`src/rtl/osc_scan_pkg.sv`:
```
// Shared types, default parameters and the index search for the oscillator scan controller.
package osc_scan_pkg;

  localparam int unsigned DefNOsc      = 4;
  localparam int unsigned DefCntW      = 16;
  localparam int unsigned DefWinW      = 16;
  localparam int unsigned DefSettleCyc = 4;
  // Widest mask the index search supports.
  localparam int unsigned MaxOsc       = 8;

  typedef enum logic [2:0] {
    StIdle,
    StSettle,
    StGate,
    StReport,
    StDone
  } osc_scan_state_t;

  // Lowest set bit of mask at an index >= from, or -1 when there is none.
  function automatic int next_set_bit(input logic [MaxOsc-1:0] mask, input int from);
    int res;
    res = -1;
    for (int i = MaxOsc - 1; i >= 0; i--) begin
      if (mask[i] && (i >= from)) res = i;
    end
    return res;
  endfunction

endpackage

```
`src/rtl/osc_edge_sync.sv`:
```
// Two-flop synchronizer for the asynchronous oscillator input plus a rising-edge pulse.
module osc_edge_sync (
  input  logic clk,
  input  logic rst,
  input  logic d,
  output logic rise
);

  logic sync1_q, sync2_q, prev_q;

  // Synchronizer chain; only rst clears it, never the scan state.
  always_ff @(posedge clk) begin
    if (rst) begin
      sync1_q <= 1'b0;
      sync2_q <= 1'b0;
      prev_q  <= 1'b0;
    end else begin
      sync1_q <= d;
      sync2_q <= sync1_q;
      prev_q  <= sync2_q;
    end
  end

  assign rise = sync2_q & ~prev_q;

endmodule

```
`src/rtl/osc_scan_ctrl.sv`:
```
// Scans the enabled oscillators one at a time: settle, count edges over a gate window, report.
module osc_scan_ctrl
  import osc_scan_pkg::*;
#(
  parameter int unsigned N_OSC      = DefNOsc,
  parameter int unsigned CNT_W      = DefCntW,
  parameter int unsigned WIN_W      = DefWinW,
  parameter int unsigned SETTLE_CYC = DefSettleCyc
) (
  input  logic                     clk,
  input  logic                     rst,
  input  logic                     start,
  input  logic [WIN_W-1:0]         window,
  input  logic [N_OSC-1:0]         osc_mask,
  input  logic                     osc_in,
  output logic [$clog2(N_OSC)-1:0] osc_sel,
  output logic                     osc_run,
  output logic                     busy,
  output logic                     res_valid,
  input  logic                     res_ready,
  output logic [$clog2(N_OSC)-1:0] res_idx,
  output logic [CNT_W-1:0]         res_count,
  output logic                     res_ovf,
  output logic                     done
);

  localparam int unsigned SelW = $clog2(N_OSC);

  osc_scan_state_t state_q, state_d;
  logic [SelW-1:0]  sel_q, sel_d;
  logic [SelW-1:0]  idx_q, idx_d;
  logic [N_OSC-1:0] mask_q, mask_d;
  logic [WIN_W-1:0] win_q, win_d;
  // One down-counter serves both the settle delay and the gate window.
  logic [WIN_W-1:0] tmr_q, tmr_d;
  logic [CNT_W-1:0] cnt_q, cnt_d;
  logic             ovf_q, ovf_d;
  logic             rise;
  int               first_idx, next_idx;

  osc_edge_sync u_edge_sync (
    .clk  (clk),
    .rst  (rst),
    .d    (osc_in),
    .rise (rise)
  );

  // Next-state: sequencing through the mask, timers and the saturating edge counter.
  always_comb begin
    state_d   = state_q;
    sel_d     = sel_q;
    idx_d     = idx_q;
    mask_d    = mask_q;
    win_d     = win_q;
    tmr_d     = tmr_q;
    cnt_d     = cnt_q;
    ovf_d     = ovf_q;
    first_idx = next_set_bit(MaxOsc'(osc_mask), 0);
    next_idx  = next_set_bit(MaxOsc'(mask_q), int'(sel_q) + 1);

    unique case (state_q)
      StIdle: begin
        if (start) begin
          mask_d = osc_mask;
          win_d  = window;
          if (first_idx >= 0) begin
            state_d = StSettle;
            sel_d   = SelW'(first_idx);
            tmr_d   = WIN_W'(SETTLE_CYC - 1);
          end else begin
            state_d = StDone;
          end
        end
      end
      StSettle: begin
        cnt_d = '0;
        ovf_d = 1'b0;
        if (tmr_q == '0) begin
          state_d = StGate;
          // A zero window still opens the gate for one cycle.
          tmr_d   = (win_q == '0) ? '0 : win_q - 1'b1;
        end else begin
          tmr_d = tmr_q - 1'b1;
        end
      end
      StGate: begin
        if (rise) begin
          if (cnt_q == '1) ovf_d = 1'b1;
          else             cnt_d = cnt_q + 1'b1;
        end
        if (tmr_q == '0) begin
          state_d = StReport;
          idx_d   = sel_q;
        end else begin
          tmr_d = tmr_q - 1'b1;
        end
      end
      StReport: begin
        if (res_ready) begin
          if (next_idx >= 0) begin
            state_d = StSettle;
            sel_d   = SelW'(next_idx);
            tmr_d   = WIN_W'(SETTLE_CYC - 1);
          end else begin
            state_d = StDone;
          end
        end
      end
      StDone: state_d = StIdle;
      default: state_d = StIdle;
    endcase
  end

  // State and datapath registers with synchronous reset.
  always_ff @(posedge clk) begin
    if (rst) begin
      state_q <= StIdle;
      sel_q   <= '0;
      idx_q   <= '0;
      mask_q  <= '0;
      win_q   <= '0;
      tmr_q   <= '0;
      cnt_q   <= '0;
      ovf_q   <= 1'b0;
    end else begin
      state_q <= state_d;
      sel_q   <= sel_d;
      idx_q   <= idx_d;
      mask_q  <= mask_d;
      win_q   <= win_d;
      tmr_q   <= tmr_d;
      cnt_q   <= cnt_d;
      ovf_q   <= ovf_d;
    end
  end

  // Outputs decode directly from registered state so they are glitch-free.
  always_comb begin
    busy      = (state_q == StSettle) || (state_q == StGate) || (state_q == StReport);
    osc_run   = busy;
    res_valid = (state_q == StReport);
    done      = (state_q == StDone);
    osc_sel   = sel_q;
    res_idx   = idx_q;
    res_count = cnt_q;
    res_ovf   = ovf_q;
  end

endmodule

```
`config.mk`:
```
export PLATFORM = sky130hd
export DESIGN_NAME = osc_scan_ctrl
export DESIGN_NICKNAME = d
export VERILOG_FILES = /design/src/rtl/osc_scan_pkg.sv /design/src/rtl/osc_edge_sync.sv /design/src/rtl/osc_scan_ctrl.sv
export SDC_FILE = /design/constraint.sdc
export NUM_CORES = 1
export LEC_CHECK = 0
export BUFFER_PORTS_ARGS = -buffer_cell sky130_fd_sc_hd__buf_4
export CORE_MARGIN = 4
export CORE_UTILIZATION = 52
export DETAILED_ROUTE_END_ITERATION = 12
export HOLD_SLACK_MARGIN = 0.12
export PLACE_DENSITY = 0.74
export SETUP_SLACK_MARGIN = 0.15
export SLEW_MARGIN = 5
export SYNTH_ARGS = -nofsm -noshare
export SYNTH_HDL_FRONTEND = slang
export SYNTH_HIERARCHICAL = 1
export SYNTH_SLANG_ARGS = --single-unit
```
`constraint.sdc`:
```
create_clock -name clk -period 4.75 [get_ports clk]
set_input_delay 0.95 -clock clk [delete_from_list [all_inputs] [get_ports clk]]
set_output_delay 0.95 -clock clk [all_outputs]
set_load 0.01 [all_outputs]
```
==> After elaboration in Yosys (flattened, before gate mapping) <==
Cells that the tools add are included.
{ "word_totals": {"ff_bits": 63, "inputBits": 25, "word_cells": 91} }
{ "classes": {"add_sub_neg": 4, "magnitude_cmp": 6, "n_eq_ne": 15, "muxes": 34, "bitwise_logic": 2, "reduce_logical": 19} }
{ "op_table": {"columns": ["cell", "count"], "rows": [
  ["$mux 32", 8],
  ["$mux 16", 9],
  ["$ge 32x1->1 const B", 2],
  ["$pmux 16 s4", 1],
  ["$logic_not 16->1", 2],
  ["$pmux 16 s2", 1],
  ["$sub 16x1->16 const B", 2],
  ["$mux 3", 6],
  ["$add 16x1->16 const B", 1],
  ["$eq 16x16->1 const B", 1],
  ["$ne 2x2->1 const B", 8],
  ["$pmux 3 s4", 1],
  ["$mux 2", 4],
  ["$eq 3x2->1 const B", 2],
  ["$ge 1x3->1 const A", 2],
  ["$ge 2x3->1 const A", 2],
  ["$reduce_and 3->1", 2],
  ["$reduce_and 6->1", 1],
  ["$reduce_and 5->1", 1],
  ["$logic_and 1x1->1", 4],
  ["$ne 2x1->1 const B", 2],
  ["$pmux 2 s2", 1],
  ["$reduce_and 2->1", 2],
  ["$reduce_and 4->1", 1],
  ["other kinds (11)", 14]
]} }

==> Logic depth before layout (Yosys ltp) <==
Gate-level depths: netlist of run 1.
{ "depth": {"ltp_word": 11, "depth_mapped": 10, "depth_no_buf": 8} }

==> Hierarchy <==
The synthesis of run 1 kept the hierarchy.
{ "modules_own_cells": {"columns": ["mod", "n_inst", "cells_per_inst", "area_each_um2"], "rows": [
  ["osc_scan_ctrl", 1, 440, 3291.9],
  ["osc_edge_sync", 1, 7, 87.6]
]} }

==> Worst setup path before layout of run 1 <==
Ideal clock, no wire load.
{ "synth_path": {"path_kind": "input port to flip-flop", "from": "input port osc_mask[0]", "to": "register tmr_q[5]", "setup_ns": 0.132, "arrival_time_ns": 2.565, "t_required_ns": 4.618, "slack_ns": 2.053, "path_stages": 7, "cell_sequence": "or4_1 > nor2_1 > a2111oi_1 > o21ai_1 > clkbuf_1 > o21ai_0 > a21oi_1"} }
{ "synth_via": {"elab_chain_len": 4} }
{ "synth_lines": {"columns": ["item", "line_no", "rtl"], "rows": [
  ["from (decl)", "osc_scan_ctrl.sv:14", "input logic [N_OSC-1:0] osc_mask,"],
  ["$mux 32", "osc_scan_pkg.sv:24", "if (mask[i] && (i >= from)) res = i;"],
  ["$ge 32x1->1", "osc_scan_ctrl.sv:66", "if (first_idx >= 0) begin"],
  ["$ne 2x2->1 (no line)", null, null],
  ["$reduce_and 6->1 (no line)", null, null],
  ["to (signal assigned)", "osc_scan_ctrl.sv:131", "tmr_q <= tmr_d;"],
  ["to (decl)", "osc_scan_ctrl.sv:35", "logic [WIN_W-1:0] tmr_q, tmr_d;"]
]} }
No other way between the ends.
A chain may end at the register's enable or synchronous reset.

==> Worst setup path after layout of run 1 <==
{ "layout_path": {"from": "register tmr_q[0]", "to": "register tmr_q[11]"} }
{ "layout_via": {"elab_chain_len": 3, "elab_cells_between_ends": 7} }
{ "layout_lines": {"columns": ["item", "line_no", "rtl"], "rows": [
  ["$sub 16x1->16 or $logic_not 16->1 (tied branches)", null, null],
  ["$mux 16, or another cell as far along", "osc_scan_ctrl.sv:91", "if (tmr_q == '0) begin"],
  ["$pmux 16 s4 or $reduce_and 6->1 (tied branches)", null, null]
]} }
Several ways; a longest one is shown, not always the timed one. The select of a mux whose other input is x is not followed.

==> metrics.log, run 1 <==
[metrics] setup skew after layout: 0.0123 ns
[metrics] share of the yosys chip area belonging to registers: 0.367
[metrics] critical path startpoint category: register
[metrics] global placement routability congestion: just under 0.9
[metrics] first drt pass iteration count: 5
[metrics] total power density per cell area: 648 nW/µm²
[metrics] accumulated negative setup slack: 0 ns
[metrics] Peak Freq: 336 MHz
[metrics] maximum number of pins on one net before global-route repair: 52
[metrics] busiest grt layer: met2
[metrics] share of the synthesized area in the top cell type: 0.367
[metrics] #FFs+latches synth: between 60 and 70
[metrics] category of the critical setup timing path: reg2reg
[metrics] Clock Pin Slew Worst Setup and Hold Paths: 0.08 ns
[metrics] Post CTS Setup Buffer Count: 0
[metrics] antenna violations before repair: 0
[metrics] transition at the pin with the smallest max-transition slack: 1.03 ns
[metrics] most used flip-flop cell after synthesis: sky130_fd_sc_hd__dfxtp_1
[metrics] Post-CTS Hold Buffers: 0
[metrics] Routed WL per cell: 14.4 µm
[metrics] final count of pins violating max slew: 0
[metrics] worst-path cell chain: inv_1 -> ha_1 -> or4b_2 -> or4_4 -> o21ai_1 -> o21ai_0 -> a21oi_1
[metrics] number of top-level design ports: 50
[metrics] Final period util: 0.627
[metrics] count of flip-flops with a built-in enable after synthesis: 0
[metrics] Total Routing Usage GR: 0.221
[metrics] Total Nets Final: 515
[metrics] final HPWL from detailed placement: roughly 6000 µm
[metrics] number of placement rows: 29
[metrics] CP Data Arrival Time: 3.26 ns
[metrics] final hold violation count: 0
[metrics] share of power burned in registers: 0.288
[metrics] CTS H-tree depth: 3
[metrics] unrepaired setup endpoints after global routing: no
[metrics] net switching power of the design: 1.18 mW
[metrics] share of layout cells above drive strength 1: 0.167
[metrics] post-detailed-route via-to-cell ratio: a little under 6
[metrics] part of the total power dissipated in combinational logic: 0.531
[metrics] routed via count: 3359
[metrics] clock group share of total power: 0.180
[metrics] TritonCTS Buffers: 9
[metrics] Area Growth Syn to Fin: 16.8%
[metrics] diodes inserted: 0
[metrics] aggregate global routing overflow: 0
[metrics] 1st-iter DRT viols: 198
[metrics] cell internal power dissipation: 1.38 mW
[metrics] maxcap violations: 0
[metrics] Min Hold Slack: 0.452 ns
[metrics] met3 layer usage reported by global route: 0.0363
[metrics] ranking of synthesized cells by area: sky130_fd_sc_hd__dfxtp_1, sky130_fd_sc_hd__a21oi_1, sky130_fd_sc_hd__nand2_1, sky130_fd_sc_hd__nor2_1, sky130_fd_sc_hd__xor2_1
[metrics] number of global-route vias before repair: just over 3000
[metrics] switch share: 0.461
[metrics] Chip Width: 88.6 µm
[metrics] power consumption: about 2.6 mW
[metrics] grt met2 use: 0.377
[metrics] # resized after CTS: 0
[metrics] die height: 88.6 µm
[metrics] Pleak: 1.51 nW
[metrics] path class of the lowest-slack min-delay path: reg2reg
[metrics] cell accounting for the most synthesized area: sky130_fd_sc_hd__dfxtp_1
[metrics] wire length of the first global-routing pass: roughly 14000 µm
[metrics] die area: 7850 µm²
[metrics] combined area of all synthesized cells: about 3400 µm²
[metrics] endpoint kind of the worst setup timing path: register
[metrics] Critical-path top delay cell: sky130_fd_sc_hd__o21ai_1
[metrics] worst skew pair latency: 0.35 ns
[metrics] antenna-violating nets left: 0
[metrics] maximum net fanout on the critical path: 13
[metrics] number of port buffers: between 40 and 50
[metrics] count of mapped cells out of synthesis: 447
[metrics] DRC viols: 0
[metrics] Final Routed Wirelength: 8190 µm
[metrics] setup violators final: 0
[metrics] number of buffers between clock root and the deepest sink: 2
[metrics] total clock sinks: 62
[metrics] shortest period the worst path allows: around 3 ns
[metrics] average cell area after synthesis: 7.56 µm²
[metrics] remaining max-slew budget at the tightest pin: 0.313
[metrics] stage delay of the slowest cell on the critical path: 0.71 ns
[metrics] starting density of the core: 0.535
[metrics] final cell utilization of the core: 0.625
[metrics] GR Layer Usage met1: 0.272
[metrics] peak supply drop: 0.000348 V
[metrics] proportion of synthesized flip-flops having asynchronous set or reset: 0
[metrics] data required time of the critical path: 5.03 ns
[metrics] number of warnings printed during yosys synthesis: 6
[metrics] CTS root buffer: sky130_fd_sc_hd__clkbuf_8
[metrics] Core Area: between 6000 and 7000 µm²
[metrics] Post-Syn Nets: 477
[metrics] status: finished clean
[metrics] number of distinct standard cells referenced by the synthesized netlist: 53
[metrics] TritonCTS clock tree: yes
[metrics] internal reg-to-reg setup slack: 1.77 ns
-- final cells by class --
type                       instances  area [µm²]
clock buffer                       9         124
clock inverter                     7        75.1
fill                             598        2360
inverter                           8        30.0
multi-input combinational        353        2000
sequential                        62        1240
tap                               77        96.3
timing repair buffer              51         383
-- per-layer routing --
layer / up-vias / wire [µm]
li1: 1652 / -
met1: 1558 / 3620
met2: 131 / 3910
met3: 18 / 513
met4: 0 / 153
met5: - / 0
-- cell usage after synthesis (2+ instances only) --
cell and instances:
sky130_fd_sc_hd__nand2b_1 5, sky130_fd_sc_hd__mux2i_1 4, sky130_fd_sc_hd__nor3_1 13, sky130_fd_sc_hd__buf_2 4
sky130_fd_sc_hd__nand2_1 64, sky130_fd_sc_hd__xnor2_1 11, sky130_fd_sc_hd__and2_1 3, sky130_fd_sc_hd__nand4_1 8
sky130_fd_sc_hd__buf_6 2, sky130_fd_sc_hd__o32ai_1 7, sky130_fd_sc_hd__a31oi_1 2, sky130_fd_sc_hd__ha_1 5
sky130_fd_sc_hd__xor2_1 14, sky130_fd_sc_hd__nand3_1 11, sky130_fd_sc_hd__or3_1 6, sky130_fd_sc_hd__and3_1 2
sky130_fd_sc_hd__nor4b_1 2, sky130_fd_sc_hd__o22ai_1 2, sky130_fd_sc_hd__dfxtp_1 62, sky130_fd_sc_hd__nor3b_1 8
sky130_fd_sc_hd__a21oi_1 50, sky130_fd_sc_hd__nor2_1 62, sky130_fd_sc_hd__nor4_1 8, sky130_fd_sc_hd__nor2b_1 6
sky130_fd_sc_hd__o21ai_0 22, sky130_fd_sc_hd__o21ai_1 2, sky130_fd_sc_hd__inv_1 8, sky130_fd_sc_hd__or4_1 7
sky130_fd_sc_hd__nand3b_1 3, sky130_fd_sc_hd__clkbuf_1 17, sky130_fd_sc_hd__or2_2 5
-- registers in the layout (all words and copies together) (netlist names) --
name,flops
mask_q,3
osc_sel,2
res_count,16
res_idx,2
res_ovf,1
state_q,3
tmr_q,16
u_edge_sync/prev_q,1
u_edge_sync/sync1_q,1
u_edge_sync/sync2_q,1
win_q,16
-- kinds of logic (layout without fill, tap and decap cells) --
logic type / Yosys count / count (layout) / synth area share
compound gates: 97 / 97 / 0.168
xor+xnor: 25 / 25 / 0.0648
fa+ha+maj: 5 / 5 / 0.0185
buf+inv: 32 / 75 / 0.0426
flops: 62 / 62 / 0.367
mux: 5 / 5 / 0.0152
simple gates: 221 / 221 / 0.324
-- metrics by stage --
step / cell area (µm²) / setup slack (ns) / cells
CTS: 3950 / 1.76 / 567
global route: 3950 / 1.53 / 567
global placement: 3750 / 1.80 / 551
detailed placement: 3750 / 1.71 / 551
finish: 3950 / 1.77 / 567
floorplan: 3380 / 2.05 / 447
-- cells in the final DEF, fill, tap and decap left out, drive strengths merged, types with 9 or more instances in the layout --
master,instances
dfxtp,62
nand2,64
nor2,62
xnor2,11
o21ai,24
nand3,11
nor4,9
buf,51
clkbuf,9
a21oi,50
nor3,13
xor2,14
-- power by group through the flow --
stage	sequential (mW)	combinational (mW)	clock, mW
floorplan	0.704	1.11	0
global placement	0.740	1.30	0
detailed placement	0.744	1.32	0
CTS	0.733	1.34	0.471
global route	0.752	1.50	0.493
finish	0.737	1.36	0.462
-- critical path: cells and delay by family, from the launching register on --
| kind | cells | cell delay [ns] |
|---|---|---|
| AO/OA/AOI/OAI | 3 | 1.13 |
| buffers and inverters | 1 | 0.11 |
| flip-flops | 1 | 0.34 |
| adder cells (fa/ha/maj) | 1 | 0.15 |
| AND/OR/NAND/NOR | 2 | 1.19 |
-- final timing paths --
kind,depth (start not counted),startpoint,endpoint
min reg2reg,1,u_edge_sync/sync1_q,u_edge_sync/sync2_q
max reg2reg,7,tmr_q[0],tmr_q[11]
max,7,tmr_q[0],tmr_q[11]
min,1,u_edge_sync/sync1_q,u_edge_sync/sync2_q
No activity file was read; power rests on OpenSTA's default activity.
==> run 2, diff against run 1 <==
CORE_UTILIZATION = 51   (was 52)
PLACE_DENSITY = 0.75   (was 0.74)
clock period = 2.6 ns   (was 4.75 ns; I/O delays follow)
==> metrics.log, run 2 (synthesized netlist as in run 1, its figures left out) <==
[metrics] most common cell after layout, fill and taps aside: sky130_fd_sc_hd__buf_4 (was sky130_fd_sc_hd__nand2_1)
[metrics] Area Growth Syn to Fin: 26.7% (was 16.8%)
[metrics] Total Nets Final: 537 (was 515)
[metrics] Routed WL per cell: 14.6 µm (was 14.4 µm)
[metrics] setup skew after layout: 0.00516 ns (was 0.0123 ns)
[metrics] Worst Setup SP: tmr_q[0] (unchanged)
[metrics] Core Area: 6390 µm² (was 6310 µm²)
[metrics] switch share: 0.449 (was 0.461)
[metrics] Clock Pin Slew Worst Setup and Hold Paths: 0.07 ns (was 0.08 ns)
[metrics] maximum number of pins on one net before global-route repair: 52 (unchanged)
[metrics] Pleak: 1.67 nW (was 1.51 nW)
[metrics] global placement routability congestion: 0.912 (was 0.876)
[metrics] first drt pass iteration count: 5 (unchanged)
[metrics] Peak Freq: 401 MHz (was 336 MHz)
[metrics] DRC viols: 0 (unchanged)
[metrics] part of the total power dissipated in combinational logic: 0.587 (was 0.531)
[metrics] aggregate global routing overflow: 0 (unchanged)
[metrics] endpoint of the worst-slack reg-to-reg timing path: tmr_q[12] (was tmr_q[11])
[metrics] clock group share of total power: 0.171 (was 0.180)
[metrics] data required time of the critical path: 2.85 ns (was 5.03 ns)
[metrics] maximum net fanout on the critical path: 7 (was 13)
[metrics] Final period util: 0.960 (was 0.627)
[metrics] internal reg-to-reg setup slack: 0.10 ns (was 1.77 ns)
[metrics] final cell utilization of the core: 0.670 (was 0.625)
[metrics] path class of the lowest-slack min-delay path: in2reg (was reg2reg)
[metrics] peak supply drop: 0.000616 V (was 0.000348 V)
[metrics] CTS H-tree depth: 3 (unchanged)
[metrics] Final Routed Wirelength: 8620 µm (was 8190 µm)
[metrics] wire length of the first global-routing pass: 14500 µm (was 13900 µm)
[metrics] Post-CTS Hold Buffers: 0 (unchanged)
[metrics] Reg2Reg Depth: 9 (was 7)
[metrics] launch instance of the worst register-to-register path: tmr_q[0] (unchanged)
[metrics] final hold violation count: 0 (unchanged)
[metrics] remaining max-slew budget at the tightest pin: 0.510 (was 0.313)
[metrics] Cell Area, Placed: 3870 µm² (was 3750 µm²)
[metrics] 1st-iter DRT viols: 306 (was 198)
[metrics] antenna-violating nets left: 0 (unchanged)
[metrics] maxcap violations: 0 (unchanged)
[metrics] total power density per cell area: 1290 nW/µm² (was 648 nW/µm²)
[metrics] critical path startpoint category: register (unchanged)
[metrics] final count of pins violating max slew: 0 (unchanged)
[metrics] cell internal power dissipation: 3.05 mW (was 1.38 mW)
[metrics] total clock sinks: 62 (unchanged)
[metrics] status: finished clean (unchanged)
[metrics] Chip Width: 89.4 µm (was 88.6 µm)
[metrics] transition at the pin with the smallest max-transition slack: 0.732 ns (was 1.03 ns)
[metrics] Min Hold Slack: 0.388 ns (was 0.452 ns)
[metrics] most frequent cells in the layout: sky130_fd_sc_hd__buf_4, sky130_fd_sc_hd__nand2_1, sky130_fd_sc_hd__dfxtp_1 (was sky130_fd_sc_hd__nand2_1, sky130_fd_sc_hd__nor2_1, sky130_fd_sc_hd__dfxtp_1)
[metrics] net switching power of the design: 2.48 mW (was 1.18 mW)
[metrics] post-detailed-route via-to-cell ratio: 5.81 (was 5.92)
[metrics] setup violators final: 0 (unchanged)
[metrics] diodes inserted: 0 (unchanged)
[metrics] share of power burned in registers: 0.241 (was 0.288)
[metrics] unrepaired setup endpoints after global routing: yes (was no)
[metrics] worst skew pair latency: 0.34 ns (was 0.35 ns)
[metrics] TritonCTS Buffers: 9 (unchanged)
[metrics] accumulated negative setup slack: 0 ns (unchanged)
[metrics] number of placement rows: 29 (unchanged)
[metrics] TritonCTS clock tree: yes (unchanged)
[metrics] final HPWL from detailed placement: 5870 µm (was 5860 µm)
[metrics] number of global-route vias before repair: 3203 (was 3095)
[metrics] critical path capture point: tmr_q[12] (was tmr_q[11])
[metrics] post-route cell area: 4280 µm² (was 3950 µm²)
[metrics] endpoint kind of the worst setup timing path: register (unchanged)
[metrics] routed via count: 3425 (was 3359)
[metrics] starting density of the core: 0.529 (was 0.535)
[metrics] die height: 89.4 µm (was 88.6 µm)
[metrics] CP Data Arrival Time: 2.75 ns (was 3.26 ns)
[metrics] CTS root buffer: sky130_fd_sc_hd__clkbuf_8 (unchanged)
[metrics] share of layout cells above drive strength 1: 0.248 (was 0.167)
[metrics] shortest period the worst path allows: 2.50 ns (was 2.98 ns)
[metrics] number of port buffers: 49 (unchanged)
[metrics] antenna violations before repair: 0 (unchanged)
[metrics] die area: 7990 µm² (was 7850 µm²)
[metrics] number of buffers between clock root and the deepest sink: 2 (unchanged)
[metrics] category of the critical setup timing path: reg2reg (unchanged)
[metrics] number of top-level design ports: 50 (unchanged)
[metrics] number of fill cells: 555 (was 598)
[metrics] Total Routing Usage GR: 0.228 (was 0.221)
[run 2: per-layer routing]
layer / wire (µm) / part of all wire / GRT usage / vias to the layer above
li1: - / - / - / 1697
met1: 3710 / 0.43 / 0.285 / 1596
met2: 4230 / 0.49 / 0.378 / 111
met3: 480 / 0.056 / 0.0350 / 21
met4: 195 / 0.023 / 0.114 / 0
met5: 0 / 0 / 0 / -
[run 2: metrics by stage]
step           instances  power, mW  worst slack [ns]
2_1_floorplan        447       3.38             0.165
3_3_place_gp         565       3.97          -0.00950
3_5_place_dp         565       4.01            -0.126
4_1_cts              585       5.13             0.179
5_1_grt              589       5.95            0.0190
6_report             589       5.54             0.104
[run 2: power groups by stage]
stage / Sequential (mW) / Combinational [mW] / Clock (mW)
after floorplan: 1.29 / 2.09 / 0
after global placement: 1.33 / 2.65 / 0
final: 1.34 / 3.25 / 0.948
after global routing: 1.37 / 3.58 / 1.00
after CTS: 1.32 / 2.84 / 0.965
after detailed placement: 1.34 / 2.67 / 0
[run 2: worst min-delay path by stage]
| stage | start | to | slack [ns] | cells after the start |
|---|---|---|---|---|
| after floorplan | u_edge_sync/sync1_q | u_edge_sync/sync2_q | 0.41 | 1 |
| after global placement | u_edge_sync/sync1_q | u_edge_sync/sync2_q | 0.42 | 1 |
| after detailed placement | u_edge_sync/sync1_q | u_edge_sync/sync2_q | 0.43 | 1 |
| after CTS | osc_in | u_edge_sync/sync1_q | 0.38 | 2 |
| after global routing | osc_in | u_edge_sync/sync1_q | 0.42 | 2 |
| final | osc_in | u_edge_sync/sync1_q | 0.39 | 2 |
[run 2: worst max-delay path, stage by stage, from the launching register on]
cell and delay, ns:
sky130_fd_sc_hd__dfxtp_2 0.33, sky130_fd_sc_hd__inv_2 0.07, sky130_fd_sc_hd__ha_1 0.13, sky130_fd_sc_hd__or4b_4 0.47, sky130_fd_sc_hd__or4_4 0.61, sky130_fd_sc_hd__buf_4 0.19, sky130_fd_sc_hd__o21ai_4 0.16, sky130_fd_sc_hd__buf_6 0.16
sky130_fd_sc_hd__a21oi_1 0.06, sky130_fd_sc_hd__o32ai_1 0.22
[run 2: timing repair]
action                     4_1_cts  5_1_grt
pin swaps                        2       13
cloned                           2        2
resized for setup                5       42
setup endpoints to repair       14       21
buffers inserted                 2        2
[run 2: layout make-up]
cell class                 instances  area, µm²  share of cell area
clock buffer                       9        124              0.0289
clock inverter                     7       96.3              0.0225
inverter                           8       30.0             0.00702
multi-input combinational        354       2140               0.500
sequential                        62       1240               0.291
tap                               77       96.3              0.0225
timing repair buffer              72        551               0.129
==> run 3, diff against run 2 <==
CORE_UTILIZATION = 52   (was 51)
HOLD_SLACK_MARGIN = 0.06   (was 0.12)
PLACE_DENSITY = 0.77   (was 0.75)
SLEW_MARGIN = default   (was 5)
SYNTH_HIERARCHICAL = default   (was 1)
==> metrics.log, run 3 <==
[metrics] Reg area: 1240 µm² (about the same)
[metrics] launch instance of the worst register-to-register path: tmr_q[0] (unchanged)
[metrics] peak supply drop: 0.000571 V (was 0.000616 V)
[metrics] leading cell type by number of instances after synthesis: sky130_fd_sc_hd__nand2_1 (unchanged)
[metrics] worst path bufs/invs: 2 (was 3)
[metrics] Critical-path top delay cell: sky130_fd_sc_hd__or4b_4 (was sky130_fd_sc_hd__or4_4)
[metrics] setup skew after layout: 0.0115 ns (was 0.00516 ns)
[metrics] maximum net fanout on the critical path: 10 (was 7)
[metrics] count of flip-flops with a built-in enable after synthesis: 0 (unchanged)
[metrics] Total Nets Final: 520 (was 537)
[metrics] net switching power of the design: 2.12 mW (was 2.48 mW)
[metrics] share of layout cells above drive strength 1: 0.188 (was 0.248)
[metrics] share of the synthesized area in the top cell type: 0.364 (was 0.367)
[metrics] Pleak: 1.66 nW (was 1.67 nW)
[metrics] aggregate global routing overflow: 0 (unchanged)
[metrics] wire length of the first global-routing pass: 14300 µm (was 14500 µm)
[metrics] cell family with the largest share of critical-path delay: simple AND/OR/NAND/NOR gates (unchanged)
[metrics] #FFs+latches synth: 62 (unchanged)
[metrics] hold path start: osc_in (unchanged)
[metrics] average cell area after synthesis: 7.82 µm² (was 7.56 µm²)
[metrics] Routed WL per cell: 14.9 µm (was 14.6 µm)
[metrics] post-route cell area: 4100 µm² (was 4280 µm²)
[metrics] CTS H-tree depth: 3 (unchanged)
[metrics] most frequent cells in the layout: sky130_fd_sc_hd__nand2_1, sky130_fd_sc_hd__buf_4, sky130_fd_sc_hd__dfxtp_1 (was sky130_fd_sc_hd__buf_4, sky130_fd_sc_hd__nand2_1, sky130_fd_sc_hd__dfxtp_1)
[metrics] TritonCTS clock tree: yes (unchanged)
[metrics] maxcap violations: 0 (unchanged)
[metrics] Post-Syn Nets: 466 (was 477)
[metrics] number of port buffers: 49 (unchanged)
[metrics] diodes inserted: 0 (unchanged)
[metrics] unrepaired setup endpoints after global routing: no (was yes)
[metrics] CTS root buffer: sky130_fd_sc_hd__clkbuf_8 (unchanged)
[metrics] antenna violations before repair: 0 (unchanged)
[metrics] number of buffers between clock root and the deepest sink: 2 (unchanged)
[metrics] data required time of the critical path: 2.84 ns (was 2.85 ns)
[metrics] worst skew pair latency: 0.35 ns (was 0.34 ns)
[metrics] Clock Pin Slew Worst Setup and Hold Paths: 0.07 ns (about the same)
[metrics] number of fill cells: 549 (was 555)
[metrics] remaining max-slew budget at the tightest pin: 0.535 (was 0.510)
[metrics] CP Data Arrival Time: 2.54 ns (was 2.75 ns)
[metrics] Synth top cells by count: sky130_fd_sc_hd__nand2_1, sky130_fd_sc_hd__dfxtp_1, sky130_fd_sc_hd__nor2_1 (unchanged)
[metrics] stage delay of the slowest cell on the critical path: 0.50 ns (was 0.61 ns)
[metrics] TritonCTS Buffers: 9 (unchanged)
[metrics] antenna-violating nets left: 0 (unchanged)
[metrics] final count of pins violating max slew: 0 (unchanged)
[metrics] proportion of synthesized flip-flops having asynchronous set or reset: 0 (unchanged)
[metrics] total clock sinks: 62 (unchanged)
[metrics] post-detailed-route via-to-cell ratio: 5.81 (about the same)
[metrics] final hold violation count: 0 (unchanged)
[metrics] 1st-iter DRT viols: 252 (was 306)
[metrics] die area: 7920 µm² (was 7990 µm²)
[metrics] Final Routed Wirelength: 8500 µm (was 8620 µm)
[metrics] Final period util: 0.884 (was 0.960)
[metrics] final HPWL from detailed placement: 6190 µm (was 5870 µm)
[metrics] cell accounting for the most synthesized area: sky130_fd_sc_hd__dfxtp_1 (unchanged)
[metrics] setup violators final: 0 (unchanged)
[metrics] ranking of synthesized cells by area: sky130_fd_sc_hd__dfxtp_1, sky130_fd_sc_hd__nand2_1, sky130_fd_sc_hd__a21oi_1, sky130_fd_sc_hd__xor2_1, sky130_fd_sc_hd__nor2_1 (was sky130_fd_sc_hd__dfxtp_1, sky130_fd_sc_hd__a21oi_1, sky130_fd_sc_hd__nand2_1, sky130_fd_sc_hd__nor2_1, sky130_fd_sc_hd__xor2_1)
[metrics] count of mapped cells out of synthesis: 436 (was 447)
[metrics] starting density of the core: 0.537 (was 0.529)
[metrics] clock group share of total power: 0.183 (was 0.171)
[metrics] path class of the lowest-slack min-delay path: in2reg (unchanged)
[metrics] critical path startpoint category: register (unchanged)
[metrics] Cell Area, Placed: 3880 µm² (was 3870 µm²)
[metrics] number of placement rows: 29 (unchanged)
[metrics] share of the yosys chip area belonging to registers: 0.364 (was 0.367)
[metrics] first drt pass iteration count: 5 (unchanged)
[metrics] status: finished clean (unchanged)
[metrics] number of warnings printed during yosys synthesis: 0 (was 6)
[metrics] worst-path cell chain: inv_1 -> ha_1 -> or4b_4 -> nor4_4 -> buf_4 -> o21ai_2 -> o21ai_1 -> a31oi_1 -> o21a_1 (was inv_2 -> ha_1 -> or4b_4 -> or4_4 -> buf_4 -> o21ai_4 -> buf_6 -> a21oi_1 -> o32ai_1)
[metrics] Peak Freq: 435 MHz (was 401 MHz)
[metrics] part of the total power dissipated in combinational logic: 0.537 (was 0.587)
[metrics] share of power burned in registers: 0.281 (was 0.241)
[metrics] total power density per cell area: 1160 nW/µm² (was 1290 nW/µm²)
[metrics] Area Growth Syn to Fin: 20.3% (was 26.7%)
[metrics] cell internal power dissipation: 2.65 mW (was 3.05 mW)
[metrics] combined area of all synthesized cells: 3410 µm² (was 3380 µm²)
[metrics] Core Area: 6350 µm² (was 6390 µm²)
[metrics] Worst Setup SP: tmr_q[0] (unchanged)
[metrics] most used flip-flop cell after synthesis: sky130_fd_sc_hd__dfxtp_1 (unchanged)
[metrics] die height: 89.0 µm (was 89.4 µm)
[metrics] maximum number of pins on one net before global-route repair: 42 (was 52)
[metrics] category of the critical setup timing path: reg2reg (unchanged)
[metrics] area used by multi-input combinational logic: 2030 µm² (was 2140 µm²)
[metrics] Post CTS Setup Buffer Count: 0 (was 2)
[metrics] Total Routing Usage GR: 0.227 (was 0.228)
[metrics] routed via count: 3323 (was 3425)
[metrics] number of top-level design ports: 50 (unchanged)
[metrics] Chip Width: 89.0 µm (was 89.4 µm)
[metrics] DRC viols: 0 (unchanged)
[metrics] global placement routability congestion: 0.871 (was 0.912)
[metrics] shortest period the worst path allows: 2.30 ns (was 2.50 ns)
[metrics] number of distinct standard cells referenced by the synthesized netlist: 58 (was 53)
[metrics] number of global-route vias before repair: 3113 (was 3203)
[metrics] accumulated negative setup slack: 0 ns (unchanged)
[metrics] transition at the pin with the smallest max-transition slack: 0.695 ns (was 0.732 ns)
[metrics] endpoint kind of the worst setup timing path: register (unchanged)
[metrics] switch share: 0.445 (was 0.449)
-- run 3: changes by cell type after synthesis, sizes merged, moves of 4 or more --
cell    previous run  this run
or4                8         2
and3               2         6
a21oi             50        40
inv                8        17
o21ai             24        17
xor2              14        22
clkbuf            17        12
nor2              62        43
nand4              8        13
-- run 3: area by class of cell --
class | count | share of cell area
multi-input combinational | 338 | 0.496
sequential | 62 | 0.303
timing repair buffer | 62 | 0.113
clock buffer | 13 | 0.0387
tap | 77 | 0.0235
inverter | 17 | 0.0156
clock inverter | 3 | 0.0104
-- run 3: metal layers --
| metal | track usage | part of all wire |
|---|---|---|
| met4 | 0.0880 | 0.017 |
| met1 | 0.302 | 0.46 |
| met5 | 0 | 0 |
| met2 | 0.358 | 0.47 |
| met3 | 0.0516 | 0.053 |
-- run 3: through the flow --
| stage | worst slack (ns) | utilization | total power, mW | hold slack (ns) | cells |
|---|---|---|---|---|---|
| floorplan | 0.402 | - | 3.17 | 0.414 | 436 |
| global placement | 0.233 | 0.611 | 3.76 | 0.420 | 556 |
| detailed placement | 0.217 | 0.611 | 3.80 | 0.429 | 556 |
| CTS | 0.166 | 0.643 | 4.68 | 0.377 | 572 |
| global route | 0.154 | 0.646 | 5.11 | 0.397 | 572 |
| finish | 0.301 | 0.646 | 4.77 | 0.387 | 572 |
-- run 3: power groups by stage --
stage | clock network [mW] | registers, mW | logic (mW)
global placement | 0 | 1.34 | 2.42
detailed placement | 0 | 1.35 | 2.45
floorplan | 0 | 1.29 | 1.88
global route | 0.922 | 1.37 | 2.83
finish | 0.872 | 1.34 | 2.56
CTS | 0.884 | 1.33 | 2.47
-- run 3: final timing paths --
check	end	slack, ns	cells past startpoint
min reg2reg	u_edge_sync.sync2_q	0.44	1
max reg2reg	tmr_q[3]	0.30	9
max	tmr_q[3]	0.30	9
min	u_edge_sync.sync1_q	0.39	2
-- run 3: kinds of logic (layout without fill, tap and decap cells) --
logic type,count (synthesis),count (layout),synth area share
adder cells (fa/ha/maj),5,5,0.0183
AND/OR/NAND/NOR,204,204,0.303
flip-flops,62,62,0.364
AO/OA/AOI/OAI,96,96,0.183
multiplexers,3,3,0.00881
buffers and inverters,36,95,0.0455
XOR/XNOR,30,30,0.0771
-- run 3: what timing repair did --
item,CTS,global route
setup endpoints to repair,0,16
hold buffers,0,0
gates resized for setup,0,6
